## config.mk

```make
export PLATFORM = sky130hd
export DESIGN_NAME = gbsha_fir_host_flat
export DESIGN_NICKNAME = d
export VERILOG_FILES = /design/src/rtl/gbsha_fir_host_if.sv /design/src/rtl/gbsha_fir_host.sv /design/src/flat_wrapper.sv
export SDC_FILE = /design/constraint.sdc
export NUM_CORES = 1
export LEC_CHECK = 0
export CAP_MARGIN = 20
export CORE_MARGIN = 2
export CORE_UTILIZATION = 52
export CTS_CLUSTER_DIAMETER = 50
export CTS_CLUSTER_SIZE = 24
export DETAILED_ROUTE_END_ITERATION = 12
export PLACE_DENSITY_LB_ADDON = 0.15
export RECOVER_POWER = 100
export SKIP_LAST_GASP = 1
export SYNTH_ARGS = -nofsm -noshare
export SYNTH_HDL_FRONTEND = slang
export SYNTH_SLANG_ARGS = --single-unit
```

## constraint.sdc

```tcl
create_clock -name clk -period 2.49 [get_ports clk]
set_input_delay 0.3735 -clock clk [delete_from_list [all_inputs] [get_ports clk]]
set_output_delay 0.3735 -clock clk [all_outputs]
set_load 0.01 [all_outputs]
```

## src/rtl/gbsha_fir_host_if.sv

```systemverilog
// Stream handshake bundle for gbsha_fir_host: sample input (s_*) and result output (m_*).
// slave is the host block side, master is the producer/consumer side.
interface gbsha_fir_host_if #(
    parameter int BW_in  = 6,
    parameter int BW_out = 8
);
    logic              s_valid;
    logic              s_ready;
    logic [BW_in-1:0]  s_data;
    logic              m_valid;
    logic              m_ready;
    logic [BW_out-1:0] m_data;

    modport master (
        output s_valid, s_data, m_ready,
        input  s_ready, m_valid, m_data
    );

    modport slave (
        input  s_valid, s_data, m_ready,
        output s_ready, m_valid, m_data
    );
endinterface

```

## src/rtl/gbsha_fir_host.sv

```systemverilog
// Host-side pin driver for the gbsha_top single-tap FIR: generates FIR clock/reset,
// loads the coefficient, streams samples and buffers the realigned results.
module gbsha_fir_host #(
    parameter int BW_in      = 6,
    parameter int BW_out     = 8,
    parameter int RST_CYCLES = 2,
    parameter int FIFO_DEPTH = 4
) (
    input  logic             clk,
    input  logic             reset_n,
    input  logic             start,
    input  logic [BW_in-1:0] cfg_coeff,
    output logic             busy,
    gbsha_fir_host_if.slave  bus,
    output logic [7:0]       fir_io_in,
    input  logic [7:0]       fir_io_out
);
    localparam logic [1:0] S_IDLE = 2'd0;
    localparam logic [1:0] S_RST  = 2'd1;
    localparam logic [1:0] S_COEF = 2'd2;
    localparam logic [1:0] S_RUN  = 2'd3;

    localparam int AW = $clog2(FIFO_DEPTH);
    localparam int NW = AW + 1;
    localparam int CW = $clog2(RST_CYCLES + 1);
    localparam logic [NW:0] DEPTH_C = (NW+1)'(FIFO_DEPTH);

    logic [1:0]        state;
    logic              ph;
    logic [BW_in-1:0]  coeff;
    logic [CW-1:0]     rst_cnt;
    logic              fir_rst;
    logic [BW_in-1:0]  x_in;
    logic              inflight;

    logic [BW_out-1:0] mem [FIFO_DEPTH];
    logic [AW-1:0]     wr_ptr;
    logic [AW-1:0]     rd_ptr;
    logic [NW-1:0]     count;
    logic [NW-1:0]     count_next;
    logic [NW:0]       credit_used;
    logic              m_valid_q;

    logic fall;
    logic accept;
    logic push;
    logic pop;

    assign fall        = ph;
    assign credit_used = {1'b0, count} + {{NW{1'b0}}, inflight};
    // Credit ignores a same-cycle pop so the ready path stays off m_ready.
    assign bus.s_ready = (state == S_RUN) && ph && (credit_used < DEPTH_C);
    assign accept      = bus.s_valid && bus.s_ready;
    assign push        = fall && inflight;
    assign pop         = m_valid_q && bus.m_ready;
    assign count_next  = count + NW'(push) - NW'(pop);

    assign busy        = (state != S_IDLE);
    assign bus.m_valid = m_valid_q;
    assign bus.m_data  = mem[rd_ptr];

    always_comb begin
        fir_io_in              = '0;
        fir_io_in[0]           = ph;
        fir_io_in[1]           = fir_rst;
        fir_io_in[BW_in+1:2]   = x_in;
    end

    always_ff @(posedge clk) begin
        if (!reset_n) begin
            state    <= S_IDLE;
            ph       <= 1'b0;
            coeff    <= '0;
            rst_cnt  <= '0;
            fir_rst  <= 1'b1;
            x_in     <= '0;
            inflight <= 1'b0;
        end else begin
            ph <= ~ph;
            case (state)
                S_IDLE: begin
                    if (fall) begin
                        fir_rst <= 1'b1;
                        x_in    <= '0;
                    end
                    if (start) begin
                        coeff   <= cfg_coeff;
                        rst_cnt <= '0;
                        state   <= S_RST;
                    end
                end
                S_RST: begin
                    // Count FIR rises (ph 0->1); leave on the first fall edge after the last one.
                    if (!ph && rst_cnt != CW'(RST_CYCLES)) begin
                        rst_cnt <= rst_cnt + CW'(1);
                    end else if (fall && rst_cnt == CW'(RST_CYCLES)) begin
                        fir_rst <= 1'b0;
                        x_in    <= coeff;
                        state   <= S_COEF;
                    end
                end
                S_COEF: begin
                    if (fall) begin
                        x_in  <= '0;
                        state <= S_RUN;
                    end
                end
                S_RUN: begin
                    if (fall) begin
                        x_in     <= accept ? bus.s_data : '0;
                        inflight <= accept;
                    end
                end
                default: state <= S_IDLE;
            endcase
        end
    end

    always_ff @(posedge clk) begin
        if (push) begin
            mem[wr_ptr] <= fir_io_out[BW_out-1:0];
        end
    end

    always_ff @(posedge clk) begin
        if (!reset_n) begin
            wr_ptr    <= '0;
            rd_ptr    <= '0;
            count     <= '0;
            m_valid_q <= 1'b0;
        end else begin
            if (push) begin
                wr_ptr <= wr_ptr + AW'(1);
            end
            if (pop) begin
                rd_ptr <= rd_ptr + AW'(1);
            end
            count     <= count_next;
            m_valid_q <= (count_next != '0);
        end
    end

    always_ff @(posedge clk) begin
        if (reset_n && push && !pop) begin
            assert (count != NW'(FIFO_DEPTH));
        end
    end
endmodule

```

## src/flat_wrapper.sv

```systemverilog
// flat-port wrapper written by rule: the top's interface ports become plain ports
module gbsha_fir_host_flat 
#(
    parameter int BW_in      = 6,
    parameter int BW_out     = 8,
    parameter int RST_CYCLES = 2,
    parameter int FIFO_DEPTH = 4
)
  (clk, reset_n, start, cfg_coeff, busy, fir_io_in, fir_io_out, bus_s_valid, bus_s_data, bus_m_ready, bus_s_ready, bus_m_valid, bus_m_data);
  gbsha_fir_host_if #(.BW_in(BW_in), .BW_out(BW_out)) bus_i ();
  input  logic clk;
  input  logic reset_n;
  input  logic start;
  input  logic [BW_in-1:0] cfg_coeff;
  output logic busy;
  output logic [7:0] fir_io_in;
  input  logic [7:0] fir_io_out;
  input wire logic [$bits(bus_i.s_valid)-1:0] bus_s_valid;
  input wire logic [$bits(bus_i.s_data)-1:0] bus_s_data;
  input wire logic [$bits(bus_i.m_ready)-1:0] bus_m_ready;
  output wire logic [$bits(bus_i.s_ready)-1:0] bus_s_ready;
  output wire logic [$bits(bus_i.m_valid)-1:0] bus_m_valid;
  output wire logic [$bits(bus_i.m_data)-1:0] bus_m_data;
  assign bus_i.s_valid = bus_s_valid;
  assign bus_i.s_data = bus_s_data;
  assign bus_i.m_ready = bus_m_ready;
  assign bus_s_ready = bus_i.s_ready;
  assign bus_m_valid = bus_i.m_valid;
  assign bus_m_data = bus_i.m_data;
  gbsha_fir_host #(.BW_in(BW_in), .BW_out(BW_out), .RST_CYCLES(RST_CYCLES), .FIFO_DEPTH(FIFO_DEPTH)) u_core (.clk(clk), .reset_n(reset_n), .start(start), .cfg_coeff(cfg_coeff), .busy(busy), .bus(bus_i), .fir_io_in(fir_io_in), .fir_io_out(fir_io_out));
endmodule
```

# Word-level counts from Yosys, hierarchy flattened
# Memory sizes are Yosys's and may differ from the RTL's. A register that Yosys moved wholly into a read port is not among the register bits.
# Index checks and enable logic that the tools add are counted.
# classes
addsub	6
mux	22
n_eq_ne	13
n_reduce_logical	20
bitwise_logic	1
order_cmp	1
# ops
op	n
$mux W6	5
$pmux W6 S3	1
$mux W2	8
$ne A2 B1 Y1 const B	6
$reduce_and A4 Y1	2
$logic_and A1 B1 Y1	7
$add A2 B1 Y2 const B	3
$eq A2 B2 Y1 const B	3
$ne A2 B2 Y1 const B	3
$pmux W2 S3	1
$reduce_bool A3 Y1	2
$mux W1	5
$reduce_and A5 Y1	1
$add A3 B1 Y4	1
$lt A4 B3 Y1 const B	1
$pmux W2 S2	1
$reduce_and A2 Y1	2
$reduce_bool A2 Y1	2
$add A3 B1 Y3	1
$reduce_and A3 Y1	1
$sub A3 B1 Y3	1
$eq A2 B1 Y1 const B	1
$logic_not A2 Y1	1
$pmux W1 S2	1
other kinds (3)	3
# word_totals
register_bits	27
ramBits	32
elab_cells	75
output_inout_bits	19
input_bits	25
n_memories	1
# mem_list
memory	words	width	read_ports	rd_clocked_by_memory_dff	write_ports	line_no	source
u_core.mem	4	8	1	1	1	gbsha_fir_host.sv:36	logic [BW_out-1:0] mem [FIFO_DEPTH];

# Longest topological paths before layout
# Gate-level depths: netlist of run 1.
# logic_depth
word_depth	7
depth_mapped	8
ltp_nobuf	8

# Worst setup path before layout of run 1
# No wires, ideal clock.
# synth_path
kind	input port to flip-flop
startpoint	input bus_m_ready
endpoint	register u_core.m_valid_q, in the netlist u_core.bus.m_valid
cell_stages	8
t_required_ns	2.362
arrival_ns	1.729
n_path_buf	0
slack_ns	0.633
setup_time_ns	0.128
path_cell_list	and2_1 > ha_1 > inv_1 > ha_1 > fa_1 > xnor2_1 > nor3_1 > nor2_1
# synth_between
elab_chain_cells	3
# synth_lines
item	line_no	source
start, declared	flat_wrapper.sv:20	input wire logic [$bits(bus_i.m_ready)-1:0] bus_m_ready;
$logic_and A1 B1 Y1	gbsha_fir_host.sv:55	assign pop = m_valid_q && bus.m_ready;
$sub A3 B1 Y3	gbsha_fir_host.sv:56	assign count_next = count + NW'(push) - NW'(pop);
$reduce_bool A3 Y1	gbsha_fir_host.sv:139	m_valid_q <= (count_next != '0);
end signal, assigned	gbsha_fir_host.sv:139	
end, declared	gbsha_fir_host.sv:42	logic m_valid_q;
# No other way between the ends.
# A chain may end at the register's enable or synchronous reset.

==> results of run 1 <==
==> layout make-up <==
class | instances | area [um^2] | area share
Sequential cell | 61 | 1541 | 0.4751
Multi-Input combinational cell | 115 | 945.9 | 0.2916
Timing Repair Buffer | 47 | 452.9 | 0.1396
Clock buffer | 9 | 123.9 | 0.03818
Tap cell | 67 | 83.83 | 0.02584
Clock inverter | 7 | 51.30 | 0.01581
Inverter | 12 | 45.04 | 0.01388
==> kinds of logic (layout without fill, tap and decap cells) <==
kind of cell | count (synthesis) | in the layout | share of synthesized area
buffers and inverters | 22 | 75 | 0.03897
adders and majority gates | 15 | 15 | 0.07507
DFF | 61 | 61 | 0.5929
AOI/OAI and AO/OA | 31 | 31 | 0.08758
muxes | 10 | 10 | 0.07700
xor gates and xnor gates | 4 | 4 | 0.01348
and+or+nand+nor | 55 | 55 | 0.1150
==> per-layer routing <==
layer	part of all wire	GRT usage	up-vias
met4	0.016	0.07738	0
met1	0.47	0.2302	762
li1	-	-	808
met2	0.47	0.2773	29
met3	0.043	0.06426	7
met5	0	0	-
==> flip-flops by register name, summed over array words and instances (netlist names), named ones only <==
register	flops
u_core.bus.m_valid	1
u_core.coeff	6
u_core.count	3
u_core.fall	1
u_core.fir_rst	1
u_core.inflight	1
u_core.mem	32
u_core.rd_ptr	2
u_core.rst_cnt	2
u_core.state	2
u_core.wr_ptr	2
u_core.x_in	6
==> worst min path at each step <==
stage | from | end | slack (ns) | depth (start not counted)
global route | u_core.coeff[5] | u_core.coeff[5] | 0.49 | 2
finish | u_core.rst_cnt[0] | u_core.rst_cnt[0] | 0.46 | 2
detailed placement | u_core.coeff[0] | u_core.coeff[0] | 0.46 | 2
global placement | u_core.rst_cnt[0] | u_core.rst_cnt[0] | 0.45 | 2
floorplan | u_core.coeff[0] | u_core.coeff[0] | 0.44 | 2
CTS | u_core.coeff[5] | u_core.coeff[5] | 0.47 | 2
==> stage by stage <==
step / total power, mW / hold slack (ns) / instances
after floorplan: 1.705 / 0.4366 / 198
after global placement: 1.906 / 0.4472 / 302
after detailed placement: 1.918 / 0.4557 / 302
after CTS: 2.678 / 0.4673 / 318
after global routing: 2.792 / 0.4907 / 318
final: 2.633 / 0.4603 / 318
==> power by group through the flow <==
stage          logic, mW  registers, mW  clock network, mW
6_report           0.672           1.19              0.768
5_1_grt            0.756           1.20              0.831
4_1_cts            0.707           1.19              0.778
3_5_place_dp       0.703           1.21                  0
3_3_place_gp       0.690           1.22                  0
2_1_floorplan      0.503           1.20                  0
==> cell usage after synthesis <==
library cell  number  share of area
nand3b_1           1         0.0029
or2_2              1         0.0024
mux4_2             8          0.069
o31ai_1            2         0.0058
nand2b_1           2         0.0048
a311oi_2           1         0.0058
nand3_2            1         0.0039
fa_1               1         0.0077
a22o_1             6          0.020
a211oi_1           1         0.0029
buf_2              3         0.0058
dfxtp_1           29           0.22
a21boi_0           1         0.0029
clkbuf_1           3         0.0043
nor4b_4            1         0.0091
a211o_1            1         0.0034
buf_1              1         0.0014
nand3_1            9          0.017
mux2i_1            2         0.0077
nor2_1            10          0.014
nor3_1             1         0.0019
nor2b_1            2         0.0048
and3_2             5          0.014
nor4_2             1         0.0048
and2_1             4         0.0096
o21ai_0            2         0.0039
ha_1              14          0.067
o22ai_1            1         0.0024
inv_2              1         0.0014
xnor2_1            3          0.010
nand2_1           17          0.025
inv_1             11          0.016
edfxtp_1          32           0.37
a2111oi_2          1         0.0058
buf_4              2         0.0058
a21oi_1            8          0.015
xor2_1             1         0.0034
buf_6              1         0.0043
o21ai_1            1         0.0019
a21o_1             6          0.017
==> what timing repair did <==
item                                    CTS  global route
endpoints found under the setup margin    0             1
buffers inserted                          0             0
resized for setup                         0             1
==> worst min-delay path, stage by stage (launching register included) <==
cell,delay [ns]
dfxtp_1,0.31
nand2_1,0.05
mux2i_1,0.05
==> impl_metrics.tcl, run 1 <==
set metrics [dict create \
    r2r_slack_ns 0.42 \
    rsz0062_at_grt "false" \
    period_share 0.9433 \
    ant_nets 0 \
    crit_type "flop to primary output" \
    design_area_um2 3244 \
    end_kind "primary output" \
    final.fill_count 360 \
    die_w_um 74.71 \
    dr.first_iter.drc_count 54 \
    cts_root_buffer "clkbuf_8" \
    regToRegStartpoint "u_core.state[0]" \
    grt_pass1_vias 1556 \
    synth_cells 198 \
    finalCriticalPeriod_ns 2.349 \
    hp-class "flop to flop" \
    p_seq_frac 0.453 \
    place.gp.congestion 0.7060 \
    drive_gt1_frac 0.1275 \
    cts_sinks 61 \
    placeableCoreArea_um2 4786 \
    rows 25 \
    crit_buf_inv 2 \
    wirelength_mm 4.442 \
    synth_area_um2 2600 \
    p_leak_nw 1.246 \
    via_per_inst 5.050 \
    drtPass1Iterations 4 \
    worstMarginPinSlew_ns 0.8332 \
    power_density_nw_per_um2 811.5 \
    mostFrequentLayoutCell "edfxtp_1" \
    avgSynthCellArea_um2 13.13 \
    vias 1606 \
    die_h_um 74.71 \
    critical_path.startpoint_type "flop" \
    numCtsBuffers 9 \
    layout_common_cells "edfxtp_1, dfxtp_1, dlygate4sd3_1, clkdlybuf4s50_1, nand2_1" \
    setup_viol 0 \
    cp.arrival_ns 1.98 \
    postCtsHoldBufs 0 \
    clock.fmax_ghz 0.4258 \
    cp_num_cells 3 \
    cp_top_family "buffers and inverters" \
    dp_slack_ns 0.1493 \
    antenna_found_initial 0 \
    num_antenna_cells 0 \
    power.share.combinational 0.255 \
    ios 44 \
    ys_seq_elements 61 \
    swShare 0.3075 \
    grt_max_degree 16 \
    die_area_um2 5582 \
    slowest_delay_ns 0.61 \
    grt_use_total 0.1794 \
    crit_fanout 8 \
    slew_headroom 0.4435 \
    route.detailed.drc 0 \
    synth_seq_area_share 0.5929 \
    dp_hpwl_mm 3.126 \
    crit_chain "buf_4 > mux4_2 > dlygate4sd3_1" \
    setup_tns_ns 0 \
    cts_max_level 3 \
    worstPathRequired_ns 2.12 \
    routedWlPerCell_um 13.97 \
    synth_warnings 0 \
    r2r_end "u_core.x_in[0]" \
    final_util 0.6779 \
    synth_cell_type_count 40 \
    tritoncts "done" \
    reg2regPathDepth 5 \
    skew_ns 0.005427 \
    clk_pin_slew_ns 0.07 \
    cap_violations 0 \
    clkPwrFrac 0.292 \
    dpl_cell_area_um2 3088 \
    insertion_delay_ns 0.34 \
    syn_nets 238 \
    grt_overflow 0 \
    hold_viol 0 \
    start_util 0.5433 \
    cts_max_path_buffers 2 \
    nNetsFinal 286 \
    critPathSlowestCell "dlygate4sd3_1" \
    area_delta_synth_final_pct 24.78 \
    p_int_mw 1.823 \
    place.port_buffers 43 \
    grt_pass1_wl_mm 7.203 \
    endpoint "bus_m_data[7]" \
    outcome "complete, no violations" \
    maxSlewViolCount 0 \
    netSwitchingPower_mw 0.8095 \
    max-vdd-ir-drop_mv 0.4740 \
    worst_slack_ns 0.1412 \
]
No activity file was read; power rests on OpenSTA's default activity.
==> run 2: changes to the inputs <==
--- a/config.mk
+++ b/config.mk
@@ -17,3 +17,4 @@
 export SYNTH_ARGS = -nofsm -noshare
 export SYNTH_HDL_FRONTEND = slang
 export SYNTH_SLANG_ARGS = --single-unit
+export TNS_END_PERCENT = 10
==> results of run 2 <==
Same layout as run 1: the final DEF is identical, and so are final timing and power.
==> run 3: changes to the inputs <==
--- a/config.mk
+++ b/config.mk
@@ -5,9 +5,10 @@
 export SDC_FILE = /design/constraint.sdc
 export NUM_CORES = 1
 export LEC_CHECK = 0
+export ABC_AREA = 1
 export CAP_MARGIN = 20
 export CORE_MARGIN = 2
-export CORE_UTILIZATION = 52
+export CORE_UTILIZATION = 53
 export CTS_CLUSTER_DIAMETER = 50
 export CTS_CLUSTER_SIZE = 24
 export DETAILED_ROUTE_END_ITERATION = 12
==> impl_metrics.tcl, run 3 <==
set metrics [dict create \
    outcome "complete, no violations" \
    clkPwrFrac 0.253 \
    nNetsFinal 392 \
    mostFrequentLayoutCell "nor2_1" \
    tritoncts "done" \
    synth-edff-count 32 \
    layout_common_cells "nor2_1, inv_1, nand2_1" \
    end_kind "primary output" \
    period_share 0.9278 \
    worstMarginPinSlew_ns 0.9506 \
    place.gp.congestion 0.7695 \
    hold_path_depth 2 \
    p_seq_frac 0.409 \
    rows 26 \
    place.port_buffers 43 \
    power.share.combinational 0.338 \
    drtPass1Iterations 4 \
    synth_top_area_share 0.3475 \
    async_flop_share 0 \
    hp-class "flop to flop" \
    maxSlewViolCount 0 \
    synth_warnings 0 \
    critical_path.startpoint_type "flop" \
    final_cells 427 \
    crit_type "flop to primary output" \
    cap_violations 0 \
    cts_sinks 61 \
    ant_nets 0 \
    hold_viol 0 \
    crit_path_frequent_cell "nand2_1" \
    dp_cells 411 \
    p_leak_nw 1.462 \
    cts_max_level 3 \
    via_per_inst 4.906 \
    max-vdd-ir-drop_mv 0.6776 \
    reg2regPathDepth 6 \
    ios 44 \
    grt_use_total 0.2061 \
    crit_fanout 6 \
    finalCriticalPeriod_ns 2.310 \
    crit_chain "ha_1 > nand2_1 > inv_1 > nand2_1 > a21oi_1 > clkdlybuf4s50_1" \
    synth_cells 301 \
    post_cts_buffers 0 \
    num_antenna_cells 0 \
    cp.arrival_ns 1.94 \
    synth_seq_area_share 0.5575 \
    grt_pass1_vias 2077 \
    vias 2095 \
    netSwitchingPower_mw 1.083 \
    p_int_mw 2.094 \
    antenna_found_initial 0 \
    syn_nets 341 \
    clock.fmax_ghz 0.4329 \
    final_util 0.6718 \
    largest_reg_flops 32 \
    synth_commonest_cells "nor2_1, inv_1, nand2_1" \
    cts_root_buffer "clkbuf_8" \
    die_w_um 76.23 \
    swShare 0.3409 \
    clk_pin_slew_ns 0.06 \
    setup_tns_ns 0 \
    dp_hpwl_mm 3.719 \
    avgSynthCellArea_um2 9.187 \
    insertion_delay_ns 0.33 \
    rsz0062_at_grt "false" \
    slowest_delay_ns 0.56 \
    critPathSlowestCell "clkdlybuf4s50_1" \
    largest_register "u_core.mem" \
    drive_gt1_frac 0.05322 \
    postCtsHoldBufs 0 \
    routedWlPerCell_um 12.38 \
    power_density_nw_per_um2 931.9 \
    cts_max_path_buffers 2 \
    start_util 0.5449 \
    synth_most_common_cell "nor2_1" \
    final.fill_count 459 \
    ys_seq_elements 61 \
    top_regs "u_core.mem x32, u_core.coeff x6, u_core.x_in x6" \
    route.detailed.drc 0 \
    placeableCoreArea_um2 5075 \
    wirelength_mm 5.286 \
    grt_max_degree 23 \
    synth.largest_area_cell "edfxtp_1" \
    synth_cell_type_count 29 \
    grt_pass1_wl_mm 9.294 \
    dr.first_iter.drc_count 108 \
    setup_viol 0 \
    synth_area_um2 2765 \
    die_area_um2 5811 \
    die_h_um 76.23 \
    cts_resized 0 \
    synthFlopType "edfxtp_1" \
    synthTopCellsByArea "edfxtp_1, dfxtp_1, nor2_1" \
    slew_headroom 0.3663 \
    grt_overflow 0 \
    numCtsBuffers 9 \
    worstPathRequired_ns 2.12 \
    skew_ns 0.003526 \
    area_delta_synth_final_pct 23.30 \
]
-- run 3: worst max-delay path: cells and delay by family (launching register included) --
kind	cells	cell delay (ns)
DFF	1	0.43
buffers and inverters	2	0.63
and+or+nand+nor	2	0.16
adders and majority gates	1	0.26
AOI/OAI and AO/OA	1	0.13
-- run 3: metrics by stage --
step	hold slack, ns	power, mW	setup WS, ns	area [um^2]
after floorplan	0.4500	2.111	0.6469	2765
after global placement	0.4680	2.428	0.2049	3258
after detailed placement	0.4785	2.463	0.1177	3258
after CTS	0.4919	3.272	0.1592	3438
after global routing	0.5222	3.460	0.04966	3410
final	0.4877	3.177	0.1799	3410
-- run 3: layout make-up --
type | count | area [um^2] | area share
flip-flops and latches | 61 | 1541 | 0.4521
multi-input cells | 182 | 957.2 | 0.2807
repair buffers | 49 | 456.7 | 0.1339
inverters | 49 | 186.4 | 0.05468
clock buffers | 9 | 123.9 | 0.03633
well taps | 70 | 87.58 | 0.02569
clock inverters | 7 | 56.30 | 0.01651
-- run 3: logic make-up after synthesis --
family                   Yosys count  share of synthesized area
XOR/XNOR                           2                   0.006336
flip-flops                        61                     0.5575
AND/OR/NAND/NOR                  113                     0.1728
adder cells (fa/ha/maj)           15                    0.07059
AO/OA/AOI/OAI                     52                     0.1000
buffers and inverters             58                    0.09276
-- run 3: routing by layer --
metal  GRT usage  up-vias  wire, um
met1      0.2580      969      2343
met5           0        -         0
met3     0.03673       10       171
met2      0.3407       36      2656
li1            -     1080         -
met4      0.1091        0       114
-- run 3: final timing paths --
check | endpoint | slack (ns) | start
setup / recovery | bus_s_ready | 0.18 | u_core.state[0]
hold / removal | u_core.coeff[3] | 0.49 | u_core.coeff[3]
setup reg to reg | u_core.bus.m_valid | 0.57 | u_core.fall
hold reg to reg | u_core.coeff[3] | 0.49 | u_core.coeff[3]
-- run 3: power groups by stage --
stage / registers [mW] / logic [mW] / clock network, mW
global route: 1.33 / 1.27 / 0.865
global placement: 1.32 / 1.11 / 0
floorplan: 1.33 / 0.781 / 0
CTS: 1.31 / 1.14 / 0.826
detailed placement: 1.32 / 1.14 / 0
finish: 1.30 / 1.07 / 0.803
